==> src/rtl/prog_loader_pkg.sv <==
// ---------------------------------------------------------------------------
// prog_loader_pkg
// Shared definitions for the program loader. The slot geometry defaults are
// the same values used by the instruction memory and the OS memory map.
// The output flag decode lives here so the FSM can register its strobes as
// a function of the state being entered.
// ---------------------------------------------------------------------------
package prog_loader_pkg;

    localparam int DEF_BLOCK_SIZE = 200;
    localparam int DEF_NUM_SLOTS  = 10;
    localparam int DEF_ADDR_W     = 32;
    localparam int DEF_DATA_W     = 32;
    localparam int DEF_TIMEOUT    = 64;

    typedef enum logic [2:0] {
        IDLE,
        CHECK,
        REQ,
        WAIT,
        WRITE,
        DONE,
        ERR
    } state_t;

    typedef struct packed {
        logic busy;
        logic hd_rd_req;
        logic imem_we;
        logic done;
        logic error;
    } flags_t;

    // Moore output pattern associated with each state.
    function automatic flags_t flags_for(state_t s);
        flags_t f;
        f.busy      = (s != IDLE);
        f.hd_rd_req = (s == REQ);
        f.imem_we   = (s == WRITE);
        f.done      = (s == DONE);
        f.error     = (s == ERR);
        return f;
    endfunction

endpackage

==> src/rtl/prog_loader_addr_gen.sv <==
// ---------------------------------------------------------------------------
// prog_loader_addr_gen
// Word index counter for one load plus the two address adders derived from
// it: the HD source address and the instruction-memory destination address.
//
// Ports:
//   clock, reset   system clock, synchronous active-high reset
//   clear          zero the index (new load accepted)
//   advance        step the index (one word written)
//   proc_id        latched slot index
//   hd_base        latched first HD word address
//   idx            current word index within the load
//   hd_addr        hd_base + idx
//   imem_addr      proc_id * BLOCK_SIZE + idx
// ---------------------------------------------------------------------------
module prog_loader_addr_gen
    import prog_loader_pkg::*;
#(
    parameter int ADDR_W     = DEF_ADDR_W,
    parameter int BLOCK_SIZE = DEF_BLOCK_SIZE
) (
    input  logic              clock,
    input  logic              reset,
    input  logic              clear,
    input  logic              advance,
    input  logic [7:0]        proc_id,
    input  logic [ADDR_W-1:0] hd_base,
    output logic [ADDR_W-1:0] idx,
    output logic [ADDR_W-1:0] hd_addr,
    output logic [ADDR_W-1:0] imem_addr
);

    logic [ADDR_W-1:0] slot_base;

    always_ff @(posedge clock) begin
        if (reset || clear) begin
            idx <= '0;
        end else if (advance) begin
            idx <= idx + ADDR_W'(1);
        end
    end

    // Constant multiply; the CHECK bound keeps idx inside the slot, so the
    // sum never reaches into the next slot.
    assign slot_base = ADDR_W'(proc_id) * ADDR_W'(BLOCK_SIZE);
    assign hd_addr   = hd_base + idx;
    assign imem_addr = slot_base + idx;

endmodule

==> src/rtl/prog_loader_ctrl.sv <==
// ---------------------------------------------------------------------------
// prog_loader_ctrl
// Copies one program image from the HD word interface into the instruction
// memory slot of a process, using a single start/done handshake.
//
// Ports:
//   clock, reset          system clock, synchronous active-high reset
//   start                 load request, sampled only in IDLE
//   proc_id, hd_base,     slot index, HD source address and word count,
//   length                latched when start is accepted
//   hd_rd_req, hd_addr    one-cycle HD read strobe and its address
//   hd_rd_valid, hd_data  HD response, honoured only while waiting
//   imem_we, imem_addr,   one-cycle instruction-memory write
//   imem_wdata
//   busy                  high in every state except IDLE
//   done, error           one-cycle completion / rejection-or-timeout pulses
//   words_loaded          words written by the current or last load
// ---------------------------------------------------------------------------
module prog_loader_ctrl
    import prog_loader_pkg::*;
#(
    parameter int BLOCK_SIZE = DEF_BLOCK_SIZE,
    parameter int NUM_SLOTS  = DEF_NUM_SLOTS,
    parameter int ADDR_W     = DEF_ADDR_W,
    parameter int DATA_W     = DEF_DATA_W,
    parameter int TIMEOUT    = DEF_TIMEOUT
) (
    input  logic              clock,
    input  logic              reset,
    input  logic              start,
    input  logic [7:0]        proc_id,
    input  logic [ADDR_W-1:0] hd_base,
    input  logic [ADDR_W-1:0] length,
    output logic              hd_rd_req,
    output logic [ADDR_W-1:0] hd_addr,
    input  logic              hd_rd_valid,
    input  logic [DATA_W-1:0] hd_data,
    output logic              imem_we,
    output logic [ADDR_W-1:0] imem_addr,
    output logic [DATA_W-1:0] imem_wdata,
    output logic              busy,
    output logic              done,
    output logic              error,
    output logic [ADDR_W-1:0] words_loaded
);

    localparam int TW = $clog2(TIMEOUT) + 1;

    state_t            state;
    flags_t            flags;
    logic [7:0]        proc_id_q;
    logic [ADDR_W-1:0] hd_base_q;
    logic [ADDR_W-1:0] length_q;
    logic [DATA_W-1:0] wdata_q;
    logic [TW-1:0]     tcnt;
    logic [ADDR_W-1:0] idx;
    logic              accept;
    logic              advance;

    assign accept  = (state == IDLE) && start;
    assign advance = (state == WRITE);

    prog_loader_addr_gen #(
        .ADDR_W     (ADDR_W),
        .BLOCK_SIZE (BLOCK_SIZE)
    ) u_addr_gen (
        .clock     (clock),
        .reset     (reset),
        .clear     (accept),
        .advance   (advance),
        .proc_id   (proc_id_q),
        .hd_base   (hd_base_q),
        .idx       (idx),
        .hd_addr   (hd_addr),
        .imem_addr (imem_addr)
    );

    // Every transition also loads the strobe pattern of the target state, so
    // the outputs come straight from flops and match the state register.
    always_ff @(posedge clock) begin
        if (reset) begin
            state        <= IDLE;
            flags        <= '0;
            proc_id_q    <= '0;
            hd_base_q    <= '0;
            length_q     <= '0;
            wdata_q      <= '0;
            tcnt         <= '0;
            words_loaded <= '0;
        end else begin
            case (state)
                IDLE: begin
                    if (start) begin
                        proc_id_q    <= proc_id;
                        hd_base_q    <= hd_base;
                        length_q     <= length;
                        words_loaded <= '0;
                        state        <= CHECK;
                        flags        <= flags_for(CHECK);
                    end
                end
                CHECK: begin
                    if ((ADDR_W'(proc_id_q) >= ADDR_W'(NUM_SLOTS)) ||
                        (length_q > ADDR_W'(BLOCK_SIZE))) begin
                        state <= ERR;
                        flags <= flags_for(ERR);
                    end else if (length_q == '0) begin
                        state <= DONE;
                        flags <= flags_for(DONE);
                    end else begin
                        state <= REQ;
                        flags <= flags_for(REQ);
                    end
                end
                REQ: begin
                    tcnt  <= '0;
                    state <= WAIT;
                    flags <= flags_for(WAIT);
                end
                WAIT: begin
                    if (hd_rd_valid) begin
                        wdata_q <= hd_data;
                        state   <= WRITE;
                        flags   <= flags_for(WRITE);
                    end else if (tcnt == TW'(TIMEOUT - 1)) begin
                        state <= ERR;
                        flags <= flags_for(ERR);
                    end else begin
                        tcnt <= tcnt + TW'(1);
                    end
                end
                WRITE: begin
                    words_loaded <= words_loaded + ADDR_W'(1);
                    if (idx + ADDR_W'(1) == length_q) begin
                        state <= DONE;
                        flags <= flags_for(DONE);
                    end else begin
                        state <= REQ;
                        flags <= flags_for(REQ);
                    end
                end
                DONE, ERR: begin
                    state <= IDLE;
                    flags <= flags_for(IDLE);
                end
                default: begin
                    state <= IDLE;
                    flags <= flags_for(IDLE);
                end
            endcase
        end
    end

    assign busy       = flags.busy;
    assign hd_rd_req  = flags.hd_rd_req;
    assign imem_we    = flags.imem_we;
    assign done       = flags.done;
    assign error      = flags.error;
    assign imem_wdata = wdata_q;

endmodule

==> config.mk <==
export PLATFORM = sky130hd
export DESIGN_NAME = prog_loader_ctrl
export DESIGN_NICKNAME = d
export VERILOG_FILES = /design/src/rtl/prog_loader_pkg.sv /design/src/rtl/prog_loader_addr_gen.sv /design/src/rtl/prog_loader_ctrl.sv
export SDC_FILE = /design/constraint.sdc
export NUM_CORES = 1
export LEC_CHECK = 0
export ABC_AREA = 0
export CAP_MARGIN = 20
export CELL_PAD_IN_SITES_DETAIL_PLACEMENT = 0
export CELL_PAD_IN_SITES_GLOBAL_PLACEMENT = 1
export CORE_ASPECT_RATIO = 0.75
export CORE_UTILIZATION = 25
export CTS_BUF_LIST = sky130_fd_sc_hd__clkbuf_4 sky130_fd_sc_hd__clkbuf_8
export DETAILED_ROUTE_END_ITERATION = 8
export PLACE_DENSITY_LB_ADDON = 0.1
export SYNTH_ARGS = -nofsm -noshare
export SYNTH_HDL_FRONTEND = slang
export SYNTH_HIERARCHICAL = 1
export SYNTH_SLANG_ARGS = --single-unit
==> constraint.sdc <==
create_clock -name clock -period 17.7 [get_ports clock]
set_input_delay 5.31 -clock clock [delete_from_list [all_inputs] [get_ports clock]]
set_output_delay 5.31 -clock clock [all_outputs]
set_load 0.05 [all_outputs]
Word-level counts from Yosys, hierarchy flattened
Cells that the tools add are included.
{"block": "word_totals", "reg_bits": 183, "wordCells": 62, "output_inout_bits": 133, "input_bits": 108}
{"block": "op_classes", "eq_ne": 10, "n_mux": 19, "order_cmp": 2, "reduce_logical": 12, "addsub": 5, "n_mul": 1}
{"cell": "adder 32 x 1 -> 32 bit, second input constant", "count": 2}
{"cell": "case mux 32 bit (2 select lines)", "count": 1}
{"cell": "adder 16 x 32 -> 32 bit", "count": 1}
{"cell": "adder 32 bit", "count": 1}
{"cell": "equality test 32 bit", "count": 1}
{"cell": "greater-than comparator 32 x 8 -> 1 bit, second input constant", "count": 1}
{"cell": "zero test 32 bit", "count": 1}
{"cell": "2-to-1 mux 32 bit", "count": 1}
{"cell": "case mux 5 bit (5 select lines)", "count": 1}
{"cell": "2-to-1 mux 3 bit", "count": 6}
{"cell": "2-to-1 mux 5 bit", "count": 3}
{"cell": "case mux 3 bit (5 select lines)", "count": 1}
{"cell": "2-to-1 mux 7 bit", "count": 2}
{"cell": "case mux 7 bit (2 select lines)", "count": 1}
{"cell": "multiplier 8 x 5 -> 13 bit, second input constant", "count": 1}
{"cell": "2-to-1 mux 4 bit", "count": 3}
{"cell": "greater-or-equal comparator 8 x 4 -> 1 bit, second input constant", "count": 1}
{"cell": "AND reduction 2 bit", "count": 4}
{"cell": "adder 7 x 1 -> 7 bit, second input constant", "count": 1}
{"cell": "equality test 7 x 6 -> 1 bit, second input constant", "count": 1}
{"cell": "equality test 3 x 2 -> 1 bit, second input constant", "count": 2}
{"cell": "!= test 2 bit, second input constant", "count": 3}
{"cell": "nonzero test 2 bit", "count": 2}
{"cell": "equality test 3 x 1 -> 1 bit, second input constant", "count": 1}
{"cell": "other kinds (6)", "count": 7}

Longest topological paths before layout
{"block": "logic_depth", "word_depth": 4, "mapped_depth": 19, "mapped_depth_nobuf": 18}

By module
The synthesis kept the hierarchy.
{"mod": "prog_loader_ctrl", "seq_area_each_um2": 3022.9, "n_inst": 1, "cells_each": 929, "area_each_um2": 7098.1}
{"mod": "prog_loader_addr_gen", "seq_area_each_um2": 640.6, "n_inst": 1, "cells_each": 623, "area_each_um2": 4713.3}

Least setup slack after synthesis
No wires, ideal clock.
{"block": "synth_path", "kind": "register to output", "startpoint": "reg proc_id_q[2]", "endpoint": "out imem_addr[29]", "slack_ps": 7725, "stages_incl_launch_ff": 18, "path_buffers": 1, "arrival_time_ps": 4665, "t_required_ps": 12390, "path_cell_list": "dfxtp_1 -> ha_1 -> ha_1 -> fa_1 -> ha_1 -> a21o_1 -> a21oi_1 -> o21bai_1 -> a21oi_1 -> o21ai_0 -> xnor2_1 -> ha_1 -> clkbuf_1 -> nand2_1 -> o21ai_0 -> a41oi_1 -> or3_1 -> xnor2_1"}
{"block": "synth_between", "elab_chain_cells": 2}
{"element": "start, declared", "line_no": "prog_loader_ctrl.sv:51", "source": "logic [7:0] proc_id_q;"}
{"element": "start signal, assigned", "line_no": "prog_loader_ctrl.sv:94", "source": "proc_id_q <= proc_id;"}
{"element": "multiplier 8 x 5 -> 13 bit", "line_no": "prog_loader_addr_gen.sv:45", "source": "assign slot_base = ADDR_W'(proc_id) * ADDR_W'(BLOCK_SIZE);"}
{"element": "adder 16 x 32 -> 32 bit", "line_no": "prog_loader_addr_gen.sv:47", "source": "assign imem_addr = slot_base + idx;"}
{"element": "end, declared", "line_no": "prog_loader_ctrl.sv:39", "source": "output logic [ADDR_W-1:0] imem_addr,"}
No other way between the ends.

Worst setup path in the final report
{"block": "layout_path", "startpoint": "reg proc_id_q[3]", "endpoint": "out imem_addr[29]"}
The elaborated chain is that of the path after synthesis.

==> results.sh <==
export IMPL_worst_setup_path_end_kind="output port"
export IMPL_cts_tree="built"
export IMPL_cts_repair_resize_count=0
export IMPL_drive_above_1_share_pct=4.92
export IMPL_clk_pin_slew_ps=120
export IMPL_fin_setup_tns_ps=0
export IMPL_hold_viol_final=0
export IMPL_clk_insertion_delay_late_ps=530
export IMPL_grt_antenna_before_repair=1
export IMPL_synth_seq_area_share_pct=31.0
export IMPL_hold_ws_ps=459
export IMPL_detail_route_first_pass_iterations=5
export IMPL_design_die_area_um2=48100
export IMPL_grt_max_degree=73
export IMPL_pin_count=241
export IMPL_max_freq_ghz=0.0917
export IMPL_critPathRequiredTime_ps=12390
export IMPL_drt_wirelength_per_cell_um=18.4
export IMPL_worstRegToRegCells=11
export IMPL_h_tree_depth=4
export IMPL_area_delta_synth_final_pct=28.8
export IMPL_post_synth_inst_count=1552
export IMPL_mostFrequentLayoutCells="sky130_fd_sc_hd__nand2_1 (303), sky130_fd_sc_hd__clkdlybuf4s50_1 (239), sky130_fd_sc_hd__a21oi_1 (183), sky130_fd_sc_hd__dfxtp_1 (183), sky130_fd_sc_hd__nor2_1 (116)"
export IMPL_layout_cells_most_common="sky130_fd_sc_hd__nand2_1"
export IMPL_floorplan_rows=68
export IMPL_worstMarginPinSlew_ps=819
export IMPL_chip_height_um=190
export IMPL_power_density_nw_per_um2=70.4
export IMPL_synth_ff_latch_count=183
export IMPL_grt_overflow_total=0
export IMPL_rsz0062_at_grt="false"
export IMPL_drc=0
export IMPL_yosysUniqueCellTypes=73
export IMPL_synth_area_um2=11800
export IMPL_mean_area_per_synthesized_cell_um2=7.61
export IMPL_place_hpwl_um=33500
export IMPL_slew_violations=0
export IMPL_crit_path_max_fanout=5
export IMPL_place_port_buffers=240
export IMPL_synth_edff_count=0
export IMPL_postCtsSetupRepairBufs=0
export IMPL_setup_violations_final=0
export IMPL_post_route_period_util_pct=61.6
export IMPL_start_kind="flip-flop"
export IMPL_cap_viol_max_count=0
export IMPL_initialDrtViolationCount=629
export IMPL_synth_warning_count=6
export IMPL_fp_dieW_um=253
export IMPL_status="complete, no violations"
export IMPL_hold_buffers=0
export IMPL_clk_root_buffer_cell="sky130_fd_sc_hd__clkbuf_8"
export IMPL_gp_congestion=0.835
export IMPL_first_global_vias=11100
export IMPL_power_leakage_nw=5.60
export IMPL_placeableCoreArea_um2=46300
export IMPL_route_vias_total=11600
export IMPL_gr_usage_all_layers_pct=18.3
export IMPL_fin_crit_ps=10900
export IMPL_peakVddDrop_mv=0.0479
export IMPL_antenna_cells_inserted=0
export IMPL_grt_first_pass_wirelength_um=67300
export IMPL_totalWireLength_um=44200
export IMPL_fin_skew_ps=26.1
export IMPL_async_set_reset_flop_share_out_of_synthesis_pct=0
export IMPL_max_slew_margin_pct=45.4
export IMPL_syn_nets=1742
export IMPL_floorplan_initialDensity_pct=25.5
export IMPL_nNetsFinal=1944
export IMPL_synth_flop_cell="sky130_fd_sc_hd__dfxtp_1"
export IMPL_tritoncts_num_sinks=183
export IMPL_worst_endpoint_arrival_ps=5590
export IMPL_cts_inserted_buffers=17
export IMPL_hp_class="flip-flop to flip-flop"
export IMPL_path_class="flip-flop to output port"
export IMPL_max_clock_buf_depth=2
export IMPL_via_per_inst=4.83
export IMPL_route_antenna_remaining_nets=0
export IMPL_worst_hold_path_num_cells=2
## cells in the mapped netlist, drive strengths merged, types with 20 or more instances
cell type | n | share of area, %
nand4 | 38 | 2.1
xor2 | 47 | 3.5
nor4 | 21 | 1.5
clkbuf | 64 | 2.0
o21a | 20 | 1.3
inv | 42 | 1.3
nand3 | 59 | 2.6
xnor2 | 88 | 6.5
o21ai | 53 | 2.2
nor2 | 116 | 3.7
ha | 77 | 8.2
nor3 | 30 | 1.4
a21oi | 183 | 7.8
a21o | 20 | 1.3
and3 | 21 | 1.1
nand2 | 303 | 9.6
dfxtp | 183 | 31
## worst max-delay path, stage by stage, from the launching register on
cell                              delay [ps]
sky130_fd_sc_hd__dfxtp_1                 440
sky130_fd_sc_hd__ha_1                    280
sky130_fd_sc_hd__ha_1                    320
sky130_fd_sc_hd__fa_1                    460
sky130_fd_sc_hd__ha_1                    350
sky130_fd_sc_hd__a21oi_1                 230
sky130_fd_sc_hd__xnor2_1                 150
sky130_fd_sc_hd__ha_1                    310
sky130_fd_sc_hd__a2111oi_0               700
sky130_fd_sc_hd__a21oi_1                 270
sky130_fd_sc_hd__a41oi_1                 450
sky130_fd_sc_hd__or3_1                   200
sky130_fd_sc_hd__xnor2_1                 110
sky130_fd_sc_hd__clkdlybuf4s50_1         820
## registers in the layout, summed over array words and instances, names as in the netlist, 3 cells and up
name,flops
words_loaded,32
proc_id_q,8
imem_wdata,32
state,3
tcnt,7
hd_base_q,32
u_addr_gen/idx,32
length_q,32
## stage by stage
stage,util [%],power (mW),cells,worst slack [ps],instance area [um^2]
6_report,32.9,1.07,2397,6800,15200
2_1_floorplan,-,0.674,1552,7730,11800
3_5_place_dp,32.1,0.791,2365,7290,14800
4_1_cts,32.9,1.09,2397,6640,15200
3_3_place_gp,32.1,0.793,2365,7300,14800
5_1_grt,32.9,1.14,2397,6350,15200
## cell type report
cell class | count | area (um^2)
Multi-Input combinational cell | 1249 | 7670
Sequential cell | 183 | 3660
Inverter | 43 | 161
Clock buffer | 18 | 241
Clock inverter | 14 | 131
Timing Repair Buffer | 260 | 2550
Fill cell | 5035 | 31100
Tap cell | 630 | 788
## per-layer routing
metal	share of wire [%]	routed length (um)	track usage (%)	vias up
met3	4.2	1870	3.17	20
met1	52	23100	27.6	5509
met5	0	0	0	-
met4	0.90	396	3.75	0
li1	-	-	-	5831
met2	43	18800	26.9	222
## cell families (layout without fill, tap and decap cells)
kind of cell / Yosys count / in the layout / share of synthesized area (%)
XOR/XNOR: 135 / 135 / 10.0
AO/OA/AOI/OAI: 360 / 360 / 18.7
AND/OR/NAND/NOR: 661 / 661 / 26.3
multiplexers: 11 / 11 / 0.996
flip-flops: 183 / 183 / 31.0
adder cells (fa/ha/maj): 82 / 82 / 9.00
buffers and inverters: 120 / 335 / 4.01
## report_power, final
group	total [mW]	switching (mW)	internal, mW	leakage [nW]
Combinational	0.320	0.202	0.118	3.93
Clock	0.292	0.187	0.105	0.183
Sequential	0.459	0.0251	0.434	1.49
## final timing paths
kind,from,endpoint,slack [ps]
worst min register to register,imem_wdata[13]$_SDFFE_PP0P_,imem_wdata[13]$_SDFFE_PP0P_,460
worst min-delay path,imem_wdata[13]$_SDFFE_PP0P_,imem_wdata[13]$_SDFFE_PP0P_,460
worst max register to register,state[1]$_SDFFE_PP0P_,u_addr_gen/idx[30]$_SDFFE_PP0P_,14170
worst max-delay path,proc_id_q[3]$_SDFFE_PP0P_,imem_addr[29],6800
(Power assumes the default switching activity.)
